`src/rtl/rx_pkt_filter_if.sv`:
```
// rx_pkt_filter_if: 8-bit AXI-Stream byte channel
interface rx_pkt_filter_if;
    logic [7:0] tdata;
    logic       tvalid;
    logic       tready;
    logic       tlast;
    logic       tuser;
    modport master(output tdata, tvalid, tlast, tuser, input tready);
    modport slave(input tdata, tvalid, tlast, tuser, output tready);
endinterface

```
`src/rtl/rx_pkt_filter.sv`:
```
// rx_pkt_filter: store-and-forward frame filter that strips the header and forwards only clean image packets
module rx_pkt_filter #(
    parameter int          HDR_LEN   = 14,
    parameter int          PKT_LEN   = 132,
    parameter logic [15:0] ETHERTYPE = 16'h88B5,
    parameter int          DEPTH     = 512,
    parameter int          AW        = 9
) (
    input  logic                  clk,
    input  logic                  rst,
    rx_pkt_filter_if.slave        s_axis,
    rx_pkt_filter_if.master       m_axis,
    output logic [15:0]           frm_ok_cnt,
    output logic [15:0]           frm_drop_cnt,
    output logic                  ovf_flag
);
    localparam int FRM_LEN = HDR_LEN + PKT_LEN;
    logic [8:0]  mem [DEPTH];
    logic [AW:0] wr_ptr, commit_ptr, rd_ptr, wr_ptr_n;
    logic [10:0] idx;
    logic        bad_type, ovf, in_v, pay, full, empty, wr, ovf_now, eop, good, mism, is_last;
    logic [8:0]  ram_q, skid;
    logic        ram_v, skid_v, pop, rd_en, head_free;
    logic [1:0]  pend;
    assign in_v      = s_axis.tvalid & s_axis.tready;
    assign pay       = idx >= 11'(HDR_LEN);
    assign is_last   = idx == 11'(FRM_LEN - 1);
    assign full      = (wr_ptr[AW-1:0] == rd_ptr[AW-1:0]) && (wr_ptr[AW] != rd_ptr[AW]);
    assign empty     = rd_ptr == commit_ptr;
    assign wr        = in_v & pay & ~full;
    assign ovf_now   = in_v & pay & full;
    assign wr_ptr_n  = wr_ptr + (AW+1)'(wr);
    assign eop       = in_v & s_axis.tlast;
    assign mism      = (idx == 11'd12 && s_axis.tdata != ETHERTYPE[15:8]) ||
                       (idx == 11'd13 && s_axis.tdata != ETHERTYPE[7:0]);
    assign good      = ~s_axis.tuser & ~bad_type & ~ovf & ~ovf_now & is_last;
    assign pop       = m_axis.tvalid & m_axis.tready;
    assign head_free = ~m_axis.tvalid | m_axis.tready;
    // head + skid + in-flight RAM read never exceed the two output slots
    assign pend      = 2'(m_axis.tvalid) + 2'(skid_v) + 2'(ram_v) - 2'(pop);
    assign rd_en     = ~empty & (pend < 2'd2);
    assign m_axis.tuser = 1'b0;
    always_ff @(posedge clk) begin
        if (wr) mem[wr_ptr[AW-1:0]] <= {is_last, s_axis.tdata};
        if (rd_en) ram_q <= mem[rd_ptr[AW-1:0]];
    end
    always_ff @(posedge clk) begin
        if (rst) begin
            s_axis.tready <= 1'b0;
            idx           <= '0;
            bad_type      <= 1'b0;
            ovf           <= 1'b0;
            wr_ptr        <= '0;
            commit_ptr    <= '0;
            rd_ptr        <= '0;
            frm_ok_cnt    <= '0;
            frm_drop_cnt  <= '0;
            ovf_flag      <= 1'b0;
            ram_v         <= 1'b0;
            skid_v        <= 1'b0;
            skid          <= '0;
            m_axis.tvalid <= 1'b0;
            m_axis.tlast  <= 1'b0;
            m_axis.tdata  <= '0;
        end else begin
            s_axis.tready <= 1'b1;
            if (in_v) begin
                idx      <= eop ? '0 : idx + 11'(idx != 11'h7FF);
                bad_type <= ~eop & (bad_type | mism);
                ovf      <= ~eop & (ovf | ovf_now);
            end
            wr_ptr <= eop ? (good ? wr_ptr_n : commit_ptr) : wr_ptr_n;
            if (eop & good) commit_ptr <= wr_ptr_n;
            frm_ok_cnt   <= frm_ok_cnt + 16'(eop & good & (frm_ok_cnt != 16'hFFFF));
            frm_drop_cnt <= frm_drop_cnt + 16'(eop & ~good & (frm_drop_cnt != 16'hFFFF));
            if (eop & ~good & (ovf | ovf_now)) ovf_flag <= 1'b1;
            rd_ptr <= rd_ptr + (AW+1)'(rd_en);
            ram_v  <= rd_en;
            if (head_free) begin
                m_axis.tvalid <= skid_v | ram_v;
                if (skid_v) {m_axis.tlast, m_axis.tdata} <= skid;
                else if (ram_v) {m_axis.tlast, m_axis.tdata} <= ram_q;
                skid_v <= skid_v & ram_v;
                if (skid_v & ram_v) skid <= ram_q;
            end else if (ram_v) begin
                skid   <= ram_q;
                skid_v <= 1'b1;
            end
        end
    end
endmodule

```
`src/flat_wrapper.sv`:
```
// flat-port wrapper written by rule: the top's interface ports become plain ports
module rx_pkt_filter_flat 
#(
    parameter int          HDR_LEN   = 14,
    parameter int          PKT_LEN   = 132,
    parameter logic [15:0] ETHERTYPE = 16'h88B5,
    parameter int          DEPTH     = 512,
    parameter int          AW        = 9
)
  (clk, rst, frm_ok_cnt, frm_drop_cnt, ovf_flag, s_axis_tdata, s_axis_tvalid, s_axis_tlast, s_axis_tuser, s_axis_tready, m_axis_tdata, m_axis_tvalid, m_axis_tlast, m_axis_tuser, m_axis_tready);
  rx_pkt_filter_if s_axis_i ();
  rx_pkt_filter_if m_axis_i ();
  input  logic clk;
  input  logic rst;
  output logic [15:0] frm_ok_cnt;
  output logic [15:0] frm_drop_cnt;
  output logic ovf_flag;
  input wire logic [$bits(s_axis_i.tdata)-1:0] s_axis_tdata;
  input wire logic [$bits(s_axis_i.tvalid)-1:0] s_axis_tvalid;
  input wire logic [$bits(s_axis_i.tlast)-1:0] s_axis_tlast;
  input wire logic [$bits(s_axis_i.tuser)-1:0] s_axis_tuser;
  output wire logic [$bits(s_axis_i.tready)-1:0] s_axis_tready;
  output wire logic [$bits(m_axis_i.tdata)-1:0] m_axis_tdata;
  output wire logic [$bits(m_axis_i.tvalid)-1:0] m_axis_tvalid;
  output wire logic [$bits(m_axis_i.tlast)-1:0] m_axis_tlast;
  output wire logic [$bits(m_axis_i.tuser)-1:0] m_axis_tuser;
  input wire logic [$bits(m_axis_i.tready)-1:0] m_axis_tready;
  assign s_axis_i.tdata = s_axis_tdata;
  assign s_axis_i.tvalid = s_axis_tvalid;
  assign s_axis_i.tlast = s_axis_tlast;
  assign s_axis_i.tuser = s_axis_tuser;
  assign s_axis_tready = s_axis_i.tready;
  assign m_axis_tdata = m_axis_i.tdata;
  assign m_axis_tvalid = m_axis_i.tvalid;
  assign m_axis_tlast = m_axis_i.tlast;
  assign m_axis_tuser = m_axis_i.tuser;
  assign m_axis_i.tready = m_axis_tready;
  rx_pkt_filter #(.HDR_LEN(HDR_LEN), .PKT_LEN(PKT_LEN), .ETHERTYPE(ETHERTYPE), .DEPTH(DEPTH), .AW(AW)) u_core (.clk(clk), .rst(rst), .s_axis(s_axis_i), .m_axis(m_axis_i), .frm_ok_cnt(frm_ok_cnt), .frm_drop_cnt(frm_drop_cnt), .ovf_flag(ovf_flag));
endmodule
```
`config.mk`:
```
export PLATFORM = sky130hd
export DESIGN_NAME = rx_pkt_filter_flat
export DESIGN_NICKNAME = d
export VERILOG_FILES = /design/src/rtl/rx_pkt_filter_if.sv /design/src/rtl/rx_pkt_filter.sv /design/src/flat_wrapper.sv
export SDC_FILE = /design/constraint.sdc
export NUM_CORES = 2
export LEC_CHECK = 0
export CAP_MARGIN = 0
export CELL_PAD_IN_SITES_DETAIL_PLACEMENT = 2
export CELL_PAD_IN_SITES_GLOBAL_PLACEMENT = 2
export CORE_UTILIZATION = 51
export DETAILED_ROUTE_END_ITERATION = 16
export DONT_BUFFER_PORTS = 1
export HOLD_SLACK_MARGIN = 0.03
export PLACE_DENSITY = 0.83
export SLEW_MARGIN = 20
export SYNTH_ARGS = -nofsm -noshare
export SYNTH_HDL_FRONTEND = slang
export SYNTH_MEMORY_MAX_BITS = 65536
export SYNTH_SLANG_ARGS = --single-unit
export TNS_END_PERCENT = 50
```
`constraint.sdc`:
```
create_clock -name clk -period 13 [get_ports clk]
set_input_delay 2.6 -clock clk [delete_from_list [all_inputs] [get_ports clk]]
set_output_delay 2.6 -clock clk [all_outputs]
set_load 0.05 [all_outputs]
```
==> metrics, run 1 <==
most frequent cell after synthesis edfxtp_1; port bufs 0; Synth area leader edfxtp_1; Post-synth top cells edfxtp_1, mux4_2, nor2_1, mux2i_1, nand2_1; Synth Net Count between 8000 and 9000; error message [ERROR DPL-0033] detailed placement checks failed during check placement.; register area share after synthesis between 70% and 80%; synthesized flop and latch total roughly 4700; Netlist cell types 81; Die Width 601.7 um; Synth Flop Type edfxtp_1; EDFF count, synth between 4000 and 5000; Placer Congestion about 0.9; Failed at 3_5_place_dp; Post-Synthesis Cell Area roughly 180000 um^2; Die Y 601.7 um; Mapped Cells ~8700; status aborted with a tool error; async set-reset flop share out of synthesis 0%; Starting Density between 50% and 60%; Area contributors post-synth edfxtp_1, mux4_2, mux2i_1, nor2_1, dfxtp_1; FP Rows 219; Avg Inst Size Synth ~21 um^2; Yosys warning total 0; io pins approximately 60; HPWL after DPL around 480 mm; Synth top area share about three quarters
==> cells by family after synthesis <==
| group | Yosys count | synth area share [%] |
|---|---|---|
| fa+ha+maj | 13 | 0.08869 |
| simple gates | 1100 | 2.517 |
| buf+inv | 551 | 1.710 |
| flops | 4715 | 76.66 |
| other cells | 1 | 0.002045 |
| compound gates | 651 | 2.451 |
| xor+xnor | 65 | 0.3104 |
| mux | 1562 | 16.26 |
==> through the flow <==
step | cells | setup WS [ns] | hold WS [ns] | instance area (um^2)
floorplan | 8658 | 3.001 | 0.4343 | 183400
global placement | 13030 | 6.060 | 0.4641 | 188000
==> run 2: changes to the inputs <==
CELL_PAD_IN_SITES_DETAIL_PLACEMENT = not set   (was 2)
CELL_PAD_IN_SITES_GLOBAL_PLACEMENT = not set   (was 2)
CORE_UTILIZATION = 40   (was 51)
HOLD_SLACK_MARGIN = not set   (was 0.03)
PLACE_DENSITY = not set   (was 0.83)
PLACE_DENSITY_LB_ADDON = 0.15   (was not set)
==> run 2 against run 1 <==
  * The run now ends clean
  * Area after synthesis stayed put
  * Synthesized cell count is the same
==> metrics, run 2 <==
Die Y between 600 and 700 um; CP startpoint u_core.rd_ptr[0]; Hold Vio Cnt, Final 0; post-route cell area 207100 um^2; Mapped Cells just under 9000; CTS root buf clkbuf_16; synthesized flop and latch total between 4000 and 5000; Avg Inst Size Synth approximately 21 um^2; Post-Route WL roughly 550 mm; worst path required time about 14 ns; die area around 460000 um^2; Placer Congestion between 0.8 and 0.9; io pins between 50 and 60; Bufs on Longest Clock Path 4; startpoint types flip-flop; Netlist cell types 81; Post-synth top cells edfxtp_1, mux4_2, nor2_1, mux2i_1, nand2_1; Num Clock Sinks ~4700; Setup Buffers After CTS 0; CTS buffer count 477; initial antenna violation count 42; period utilization 46.43%; status finished, final reports clean; Area contributors post-synth edfxtp_1, mux4_2, mux2i_1, nor2_1, dfxtp_1; CP Max Fanout between 70 and 80; setup_tns 0 ns; CTS tree yes; initial DRC count between 10000 and 15000; crit path capture type flip-flop; Post-Synthesis Cell Area about 180000 um^2; most frequent cell after synthesis edfxtp_1; fin nets ~8800; worst vdd ir 0.0001397 V; FP Rows around 250; PD cells roughly 170 nW/um^2; pin count of the biggest net entering global routing roughly 520; Post-DRT Antenna Nets 0; Period minus WS final around 6 ns; RSZ-0062 raised after global routing no; Yosys warning total 0; CTS-repair resized insts 0; Die Width just under 700 um; fin cells 15370; Vias per Instance about 5.9; Crit path arrival time around 7 ns; async set-reset flop share out of synthesis 0%; routed len/inst 35.77 um; placed cells roughly 14000; routed vias 91020; commonest non-fill, non-tap cell in the layout edfxtp_1; HP Start u_core.bad_type; GRT Util Overall 23.51%; Skew-Pair Late Insertion Delay 1.04 ns; number of global-route vias before repair just over 90000; RR Startpoint u_core.rd_ptr[0]; Synth Net Count 8685; worst slew pin tran 1.371 ns; register area share after synthesis about 77%; first-pass GRT wire length between 700 and 800 mm; clock skew approximately 0.063 ns; DR pass1 iterations 6; Core Area approximately 460000 um^2; layout cells sized above 1 between 20% and 30%; port bufs 0; Synth Flop Type edfxtp_1; Lkg Pwr 0.06297 uW; Starting Density between 40% and 50%; H-tree Lvls 5; CP Class reg -> reg; dpl cell area around 190000 um^2; HPWL after DPL 316.5 mm; max-slew violation count 0; f_max approximately 0.17 GHz; relative slew slack 8.595%; EDFF count, synth around 4600; max reg flops 4608; Area Overhead vs Synth 12.91%; final setup fails 0; Clk pin slew, worst setup/hold paths approximately 0.060 ns; hold buffers post-CTS 0; Synth top area share 75.60%; max-cap violations 0; commonest cells after routing, fill and taps aside edfxtp_1, mux4_2, nor2_1; # DRC 0; Synth area leader edfxtp_1; gr ovfl total 0; worst hold path class reg -> reg
[run 2: area by class of cell]
class	instances	area (um^2)
inverter	14	65.06
tap	6125	7664
antenna	20	50.05
clock buffer	541	12260
sequential	4715	140600
clock inverter	351	4076
fill	37950	249400
multi-input combinational	3392	40020
timing repair buffer	211	2313
[run 2: power breakdown]
group          internal (uW)  switching (uW)  total [uW]
Combinational           1860            2110        3970
Sequential             16700            77.0       16700
Clock                   8390            5980       14400
[run 2: logic make-up after synthesis]
group                      count (synthesis)  synth area share [%]
xor gates and xnor gates                  65                0.3104
adders and majority gates                 13               0.08869
AOI/OAI and AO/OA                        651                 2.451
buffers and inverters                    551                 1.710
and+or+nand+nor                         1100                 2.517
muxes                                   1562                 16.26
other                                      1              0.002045
DFF                                     4715                 76.66
[run 2: worst paths after layout]
path | end | slack [ns] | cells past startpoint
worst min-delay path | u_core.bad_type | 0.48 | 2
worst min register to register | u_core.bad_type | 0.48 | 2
worst max register to register | u_core.ram_q[3] | 6.96 | 10
worst max-delay path | u_core.ram_q[3] | 6.96 | 10
[run 2: routing by layer]
metal	GRT usage, %	wire [um]	vias up
li1	-	-	36370
met1	33.53	228300	49410
met2	36.52	255300	4447
met3	4.688	47190	783
met4	7.552	18920	6
met5	0	42	-
[run 2: worst max-delay path, cell delays in order, from the launching register on]
cell	delay [ns]
dfxtp_4	0.70
buf_4	0.73
buf_12	0.51
buf_12	0.50
mux4_2	0.64
mux4_2	0.54
and2_1	0.22
a311oi_1	0.42
o21ai_0	0.41
a221o_1	0.55
o31a_1	0.18
[run 2: through the flow]
stage	setup WS [ns]	hold slack (ns)	total power, uW	util, %
after global routing	6.700	0.5160	36040	45.36
after CTS	6.873	0.4881	35230	45.26
final	6.964	0.4831	35090	45.37
after detailed placement	6.022	0.4741	20960	41.68
after floorplan	3.001	0.4343	20090	-
after global placement	6.095	0.4675	20860	41.60
Note: power is estimated with default switching activity, not from simulation.
